===== config.mk =====
export PLATFORM = sky130hd
export DESIGN_NAME = icache_refill_flat
export DESIGN_NICKNAME = d
export VERILOG_FILES = /design/src/rtl/icache_refill_if.sv /design/src/rtl/icache_refill.sv /design/src/flat_wrapper.sv
export SDC_FILE = /design/constraint.sdc
export NUM_CORES = 1
export LEC_CHECK = 0
export ABC_CLOCK_PERIOD_IN_PS = 5000
export CAP_MARGIN = 20
export CORE_ASPECT_RATIO = 1.1
export CORE_UTILIZATION = 45
export CTS_BUF_LIST = sky130_fd_sc_hd__clkbuf_8
export CTS_CLUSTER_DIAMETER = 40
export DETAILED_ROUTE_END_ITERATION = 10
export GPL_TIMING_DRIVEN = 0
export PLACE_DENSITY = 0.7
export SETUP_SLACK_MARGIN = 0.05
export SYNTH_ARGS = -nofsm -noshare
export SYNTH_HDL_FRONTEND = slang
export SYNTH_SLANG_ARGS = --single-unit

===== constraint.sdc =====
create_clock -name clk_in -period 5 [get_ports clk_in]
set_input_delay 0.5 -clock clk_in [delete_from_list [all_inputs] [get_ports clk_in]]
set_output_delay 0.5 -clock clk_in [all_outputs]
set_load 0.05 [all_outputs]

===== src/rtl/icache_refill_if.sv =====
// rtl/icache_refill_if.sv - miss, memory-port and cache-write signals of the icache refill engine
interface icache_refill_if #(
  parameter int OFFSET_BIT = 4
);
  localparam int FETCH_BYTES = (2 ** OFFSET_BIT) + 2;

  logic                     miss_valid;
  logic [31:0]              miss_addr;
  logic                     busy;
  logic                     mem_req;
  logic                     mem_gnt;
  logic [31:0]              mem_addr;
  logic [7:0]               mem_din;
  logic                     cache_we;
  logic [31:0]              refill_addr;
  logic [8*FETCH_BYTES-1:0] block;

  modport master (
    input  miss_valid,
    input  miss_addr,
    input  mem_gnt,
    input  mem_din,
    output busy,
    output mem_req,
    output mem_addr,
    output cache_we,
    output refill_addr,
    output block
  );

  modport slave (
    output miss_valid,
    output miss_addr,
    output mem_gnt,
    output mem_din,
    input  busy,
    input  mem_req,
    input  mem_addr,
    input  cache_we,
    input  refill_addr,
    input  block
  );
endinterface


===== src/rtl/icache_refill.sv =====
// rtl/icache_refill.sv - icache miss refill: fetches one block plus two trailing bytes, then one cache write
module icache_refill #(
  parameter int OFFSET_BIT = 4
) (
  input  logic            clk_in,
  input  logic            rst_in,
  input  logic            rdy_in,
  input  logic            flush,
  icache_refill_if.master bus
);
  localparam int BLOCK_BYTES = 2 ** OFFSET_BIT;
  localparam int FETCH_BYTES = BLOCK_BYTES + 2;
  localparam int CNT_W       = $clog2(FETCH_BYTES + 1);
  localparam int BLK_W       = 8 * FETCH_BYTES;

  localparam logic [CNT_W-1:0] FETCH_CNT = CNT_W'(FETCH_BYTES);
  localparam logic [CNT_W-1:0] LAST_IDX  = CNT_W'(FETCH_BYTES - 1);
  localparam logic [31:0]      BASE_MASK = ~((32'd1 << OFFSET_BIT) - 32'd1);

  localparam logic [1:0] S_IDLE     = 2'd0;
  localparam logic [1:0] S_WAIT_GNT = 2'd1;
  localparam logic [1:0] S_FETCH    = 2'd2;
  localparam logic [1:0] S_DONE     = 2'd3;

  logic [1:0]       state;
  logic [31:0]      base;
  logic [CNT_W-1:0] issue_cnt;
  logic [CNT_W-1:0] recv_cnt;
  logic [BLK_W-1:0] buf_q;
  logic [BLK_W-1:0] buf_next;
  logic [BLK_W-1:0] block_q;
  logic [31:0]      refill_addr_q;
  logic             issuing;
  logic             capturing;

  // Memory answers one cycle after the issue, so receive trails issue by at most one byte.
  assign issuing   = (state == S_FETCH) && (issue_cnt < FETCH_CNT);
  assign capturing = (state == S_FETCH) && (recv_cnt != issue_cnt);

  always_comb begin
    buf_next = buf_q;
    for (int j = 0; j < FETCH_BYTES; j++) begin
      if (recv_cnt == CNT_W'(j)) begin
        buf_next[8*j +: 8] = bus.mem_din;
      end
    end
  end

  always_ff @(posedge clk_in) begin
    if (rst_in) begin
      state         <= S_IDLE;
      base          <= '0;
      issue_cnt     <= '0;
      recv_cnt      <= '0;
      buf_q         <= '0;
      block_q       <= '0;
      refill_addr_q <= '0;
    end else if (rdy_in) begin
      case (state)
        S_IDLE: begin
          if (bus.miss_valid && !flush) begin
            state     <= S_WAIT_GNT;
            base      <= bus.miss_addr & BASE_MASK;
            issue_cnt <= '0;
            recv_cnt  <= '0;
          end
        end
        S_WAIT_GNT: begin
          if (flush) begin
            state <= S_IDLE;
          end else if (bus.mem_gnt) begin
            state <= S_FETCH;
          end
        end
        S_FETCH: begin
          if (flush) begin
            state <= S_IDLE;
          end else begin
            if (issuing) begin
              issue_cnt <= issue_cnt + CNT_W'(1);
            end
            if (capturing) begin
              buf_q    <= buf_next;
              recv_cnt <= recv_cnt + CNT_W'(1);
              // Publish on the last capture so block/refill_addr are stable for the whole DONE cycle.
              if (recv_cnt == LAST_IDX) begin
                state         <= S_DONE;
                block_q       <= buf_next;
                refill_addr_q <= base;
              end
            end
          end
        end
        S_DONE: begin
          state <= S_IDLE;
        end
        default: begin
          state <= S_IDLE;
        end
      endcase
    end
  end

  assign bus.busy        = (state != S_IDLE);
  assign bus.mem_req     = (state == S_WAIT_GNT) || (state == S_FETCH);
  assign bus.cache_we    = (state == S_DONE);
  assign bus.mem_addr    = issuing ? (base + {{(32-CNT_W){1'b0}}, issue_cnt}) : 32'd0;
  assign bus.refill_addr = refill_addr_q;
  assign bus.block       = block_q;
endmodule


===== src/flat_wrapper.sv =====
// flat-port wrapper written by rule: the top's interface ports become plain ports
module icache_refill_flat 
#(
  parameter int OFFSET_BIT = 4
)
  (clk_in, rst_in, rdy_in, flush, bus_miss_valid, bus_miss_addr, bus_mem_gnt, bus_mem_din, bus_busy, bus_mem_req, bus_mem_addr, bus_cache_we, bus_refill_addr, bus_block);
  icache_refill_if #(.OFFSET_BIT(OFFSET_BIT)) bus_i ();
  input  logic clk_in;
  input  logic rst_in;
  input  logic rdy_in;
  input  logic flush;
  input wire logic [$bits(bus_i.miss_valid)-1:0] bus_miss_valid;
  input wire logic [$bits(bus_i.miss_addr)-1:0] bus_miss_addr;
  input wire logic [$bits(bus_i.mem_gnt)-1:0] bus_mem_gnt;
  input wire logic [$bits(bus_i.mem_din)-1:0] bus_mem_din;
  output wire logic [$bits(bus_i.busy)-1:0] bus_busy;
  output wire logic [$bits(bus_i.mem_req)-1:0] bus_mem_req;
  output wire logic [$bits(bus_i.mem_addr)-1:0] bus_mem_addr;
  output wire logic [$bits(bus_i.cache_we)-1:0] bus_cache_we;
  output wire logic [$bits(bus_i.refill_addr)-1:0] bus_refill_addr;
  output wire logic [$bits(bus_i.block)-1:0] bus_block;
  assign bus_i.miss_valid = bus_miss_valid;
  assign bus_i.miss_addr = bus_miss_addr;
  assign bus_i.mem_gnt = bus_mem_gnt;
  assign bus_i.mem_din = bus_mem_din;
  assign bus_busy = bus_i.busy;
  assign bus_mem_req = bus_i.mem_req;
  assign bus_mem_addr = bus_i.mem_addr;
  assign bus_cache_we = bus_i.cache_we;
  assign bus_refill_addr = bus_i.refill_addr;
  assign bus_block = bus_i.block;
  icache_refill #(.OFFSET_BIT(OFFSET_BIT)) u_core (.clk_in(clk_in), .rst_in(rst_in), .rdy_in(rdy_in), .flush(flush), .bus(bus_i));
endmodule

==> out/results.txt <==
DP Area: 0.0180 mm2
final hold vios: 0
Critical Path AT: 3.74 ns
min cycle time layout: 4.24 ns
Layout area overhead: 26.5%
largest net degree at the start of global routing: 15
Post-Syn Instances: 1625
EDFF count, synth: 0
Fin Hold WS: 0.452 ns
placement row count: 69
Hold Startpoint: u_core.bus.refill_addr[5]$_SDFFE_PP0P_
Setup Buffers After CTS: 0
CP Capture Type: output pin
CTS max path bufs: 3
pwr dens: 281 mW/mm2
RR Endpoint: u_core.bus.block[113]$_SDFFE_PP0P_
final period utilization: 84.8%
Rel. slew slack: 31.3%
core box area: 0.0326 mm2
Post-CTS Hold Fix Bufs: 0
CTS tree: done
starting density of the core: 46.1%
register area share after synthesis: 46.3%
Max Slew Vio Count: 0
XOR/XNOR share of the synthesized area: 1.75%
post-DR wirelength/cell: 19.5 um
CP Max Fanout: 7
Final ANT Viol Nets: 0
chip width: 176 um
Vias/cell: 5.41
via count: 12927
global route total overflow: 0
LEAKAGE: 6.66 nW
worst r2r src: u_core.recv_cnt[0]$_SDFFE_PP0P_
Worst R2R Setup Slack: 2.06 ns
num ports: 257
Compound-Gate Fraction of Synth Area: 12.0%
Peak VDD IR: 0.206 mV
Endpoint, Worst Hold: u_core.bus.refill_addr[5]$_SDFFE_PP0P_
yosys warns: 0
Port Buffer Count: 239
Setup WS pre-CTS: 1.29 ns
Netlist cell types: 56
post-synthesis instance area: 0.0150 mm2
Setup CP Type: reg2out
fin worst setup slack: 0.758 ns
Synth Area in Adders: 0.998%
vias in the first global route: 12705
Diodes inserted: 0
Clock Skew: 0.0160 ns
largest family of logic cells by synthesized area: multiplexers
total power: 5.35 mW
Final GP Congestion: 0.891
DRT Pass-1 Iters: 5
Avg Cell Area, Syn: 9.26 um2
DRC: 0
R2R cell count: 8
H-tree levels: 2
post-cts sizing count: 0
Nets: 1983
fin area: 0.0190 mm2
clk sink count: 348
Root Buffer: clkbuf_8
FILL cells: 2915
CTS Buf Count: 56
fmax: 0.236 GHz
Detailed Route WL: 46700 um
Initial DRC Count: 900
setup TNS: 0 ns
Die Ht: 194 um
RSZ-0062 raised after global routing: false
crit path launch type: register
Total GRT Usage: 26.7%
Hold Path Class: reg2reg
first-pass GRT wire length: 71600 um
layout cells sized above 1: 8.65%
antenna violations before repair: 0
HPWL after DPL: 32700 um
Seq cells post-synth: 348
Max Cap Viol: 0
Clk Latency, worst-skew pair: 0.59 ns
Top FF cell, synth: dfxtp_1
multiplexer share of the synthesized area: 18.3%
simple-gate share of the synthesized area: 15.5%
CTS clk-pin slew, worst paths: 0.06 ns
ys async rst share: 0%
Slew @ Worst Pin: 1.03 ns
area of the die: 0.0342 mm2
Final Setup Violations: 0
status: complete, no violations
Worst Path Required: 4.50 ns
hold depth: 2
-- layout by cell type, fill, tap and decap left out, types with 37 or more instances in the layout --
master / Yosys / final
buf_2: 56 / 56
a211oi_1: 137 / 137
clkbuf_8: 0 / 64
clkbuf_1: 85 / 85
nor2_1: 310 / 310
clkdlybuf4s50_1: 0 / 239
dfxtp_1: 348 / 348
a21oi_1: 71 / 71
nand2_1: 155 / 155
inv_1: 11 / 37
mux2i_1: 273 / 273
-- per-stage QoR --
stage               std cells  utilization, %
floorplan                1628               -
global placement         2293            55.1
detailed placement       2293            55.1
CTS                      2391            58.3
global route             2391            58.3
finish                   2391            58.3
-- per-layer routing --
layer / track usage, % / routed length [um] / vias to the layer above
met5: 0 / 0 / -
met4: 9.18 / 1450 / 0
met3: 4.27 / 3290 / 91
met2: 45.7 / 22200 / 502
met1: 33.8 / 19700 / 6140
li1: - / - / 6194
-- how the worst max path moves through the flow --
stage                                startpoint          endpoint  cells after the start
2_1_floorplan  u_core.issue_cnt[4]$_SDFFE_PP0P_  bus_mem_addr[26]                      7
3_3_place_gp   u_core.issue_cnt[4]$_SDFFE_PP0P_  bus_mem_addr[22]                      8
3_5_place_dp   u_core.issue_cnt[4]$_SDFFE_PP0P_  bus_mem_addr[22]                      8
4_1_cts        u_core.issue_cnt[4]$_SDFFE_PP0P_  bus_mem_addr[22]                      8
5_1_grt        u_core.issue_cnt[4]$_SDFFE_PP0P_  bus_mem_addr[22]                      8
6_report       u_core.issue_cnt[4]$_SDFFE_PP0P_  bus_mem_addr[22]                      8
-- layout make-up --
class | instances | area (um2) | share of cell area, %
Multi-Input combinational cell | 1111 | 7320 | 38.5
Sequential cell | 348 | 6970 | 36.6
Timing Repair Buffer | 239 | 2390 | 12.6
Clock buffer | 64 | 881 | 4.63
Buffer | 157 | 716 | 3.76
Tap cell | 426 | 533 | 2.80
Clock inverter | 34 | 171 | 0.901
Inverter | 12 | 45.0 | 0.237
-- cell families (layout without fill, tap and decap cells) --
family / count (synthesis) / after routing
and+or+nand+nor: 543 / 543
DFF: 348 / 348
muxes: 275 / 275
AOI/OAI and AO/OA: 247 / 247
buffers and inverters: 169 / 506
xor gates and xnor gates: 30 / 30
adders and majority gates: 12 / 12
other: 1 / 4
-- Yosys cell counts, types with 3 or more instances --
library cell | count | area share, %
nand4_1 | 9 | 0.37
o311ai_1 | 3 | 0.17
o211ai_2 | 3 | 0.25
and3_1 | 13 | 0.54
clkbuf_1 | 85 | 2.1
a21oi_4 | 11 | 1.2
dfxtp_1 | 348 | 46
nor4bb_1 | 7 | 0.47
ha_1 | 12 | 1.0
o21ai_2 | 3 | 0.17
o21ai_0 | 4 | 0.13
nand3_1 | 18 | 0.60
xor2_1 | 18 | 1.0
a21oi_1 | 71 | 2.4
buf_1 | 3 | 0.075
nand2_1 | 155 | 3.9
and2_1 | 4 | 0.17
mux2i_1 | 273 | 18
xnor2_1 | 12 | 0.70
o31ai_1 | 5 | 0.25
nor4b_2 | 4 | 0.40
a211oi_1 | 137 | 6.8
inv_1 | 11 | 0.27
buf_2 | 56 | 1.9
nor2_1 | 310 | 7.7
buf_4 | 11 | 0.55
and4bb_1 | 3 | 0.25
-- state kept, by name, indices dropped and copies added (netlist names) --
name	flops
u_core.base	28
u_core.buf_q	136
u_core.bus.block	144
u_core.bus.refill_addr	28
u_core.issue_cnt	5
u_core.recv_cnt	5
u_core.state	2
-- worst max-delay path, stage by stage (launching register included) --
cell and delay, ns:
dfxtp_1 0.45, ha_1 0.26, ha_1 0.24, nand4_1 0.13
nor4_2 0.73, nand3_1 0.18, xor2_1 0.18, nor2_1 0.16
clkdlybuf4s50_1 0.83
-- report_power, final --
part / switching, mW / leakage [nW] / internal (mW)
Clock: 1.12 / 0.633 / 1.21
Combinational: 0.169 / 3.23 / 0.0612
Sequential: 0.0108 / 2.80 / 2.78
Total: 1.30 / 6.66 / 4.05
Power figures use the tool's default switching activity.
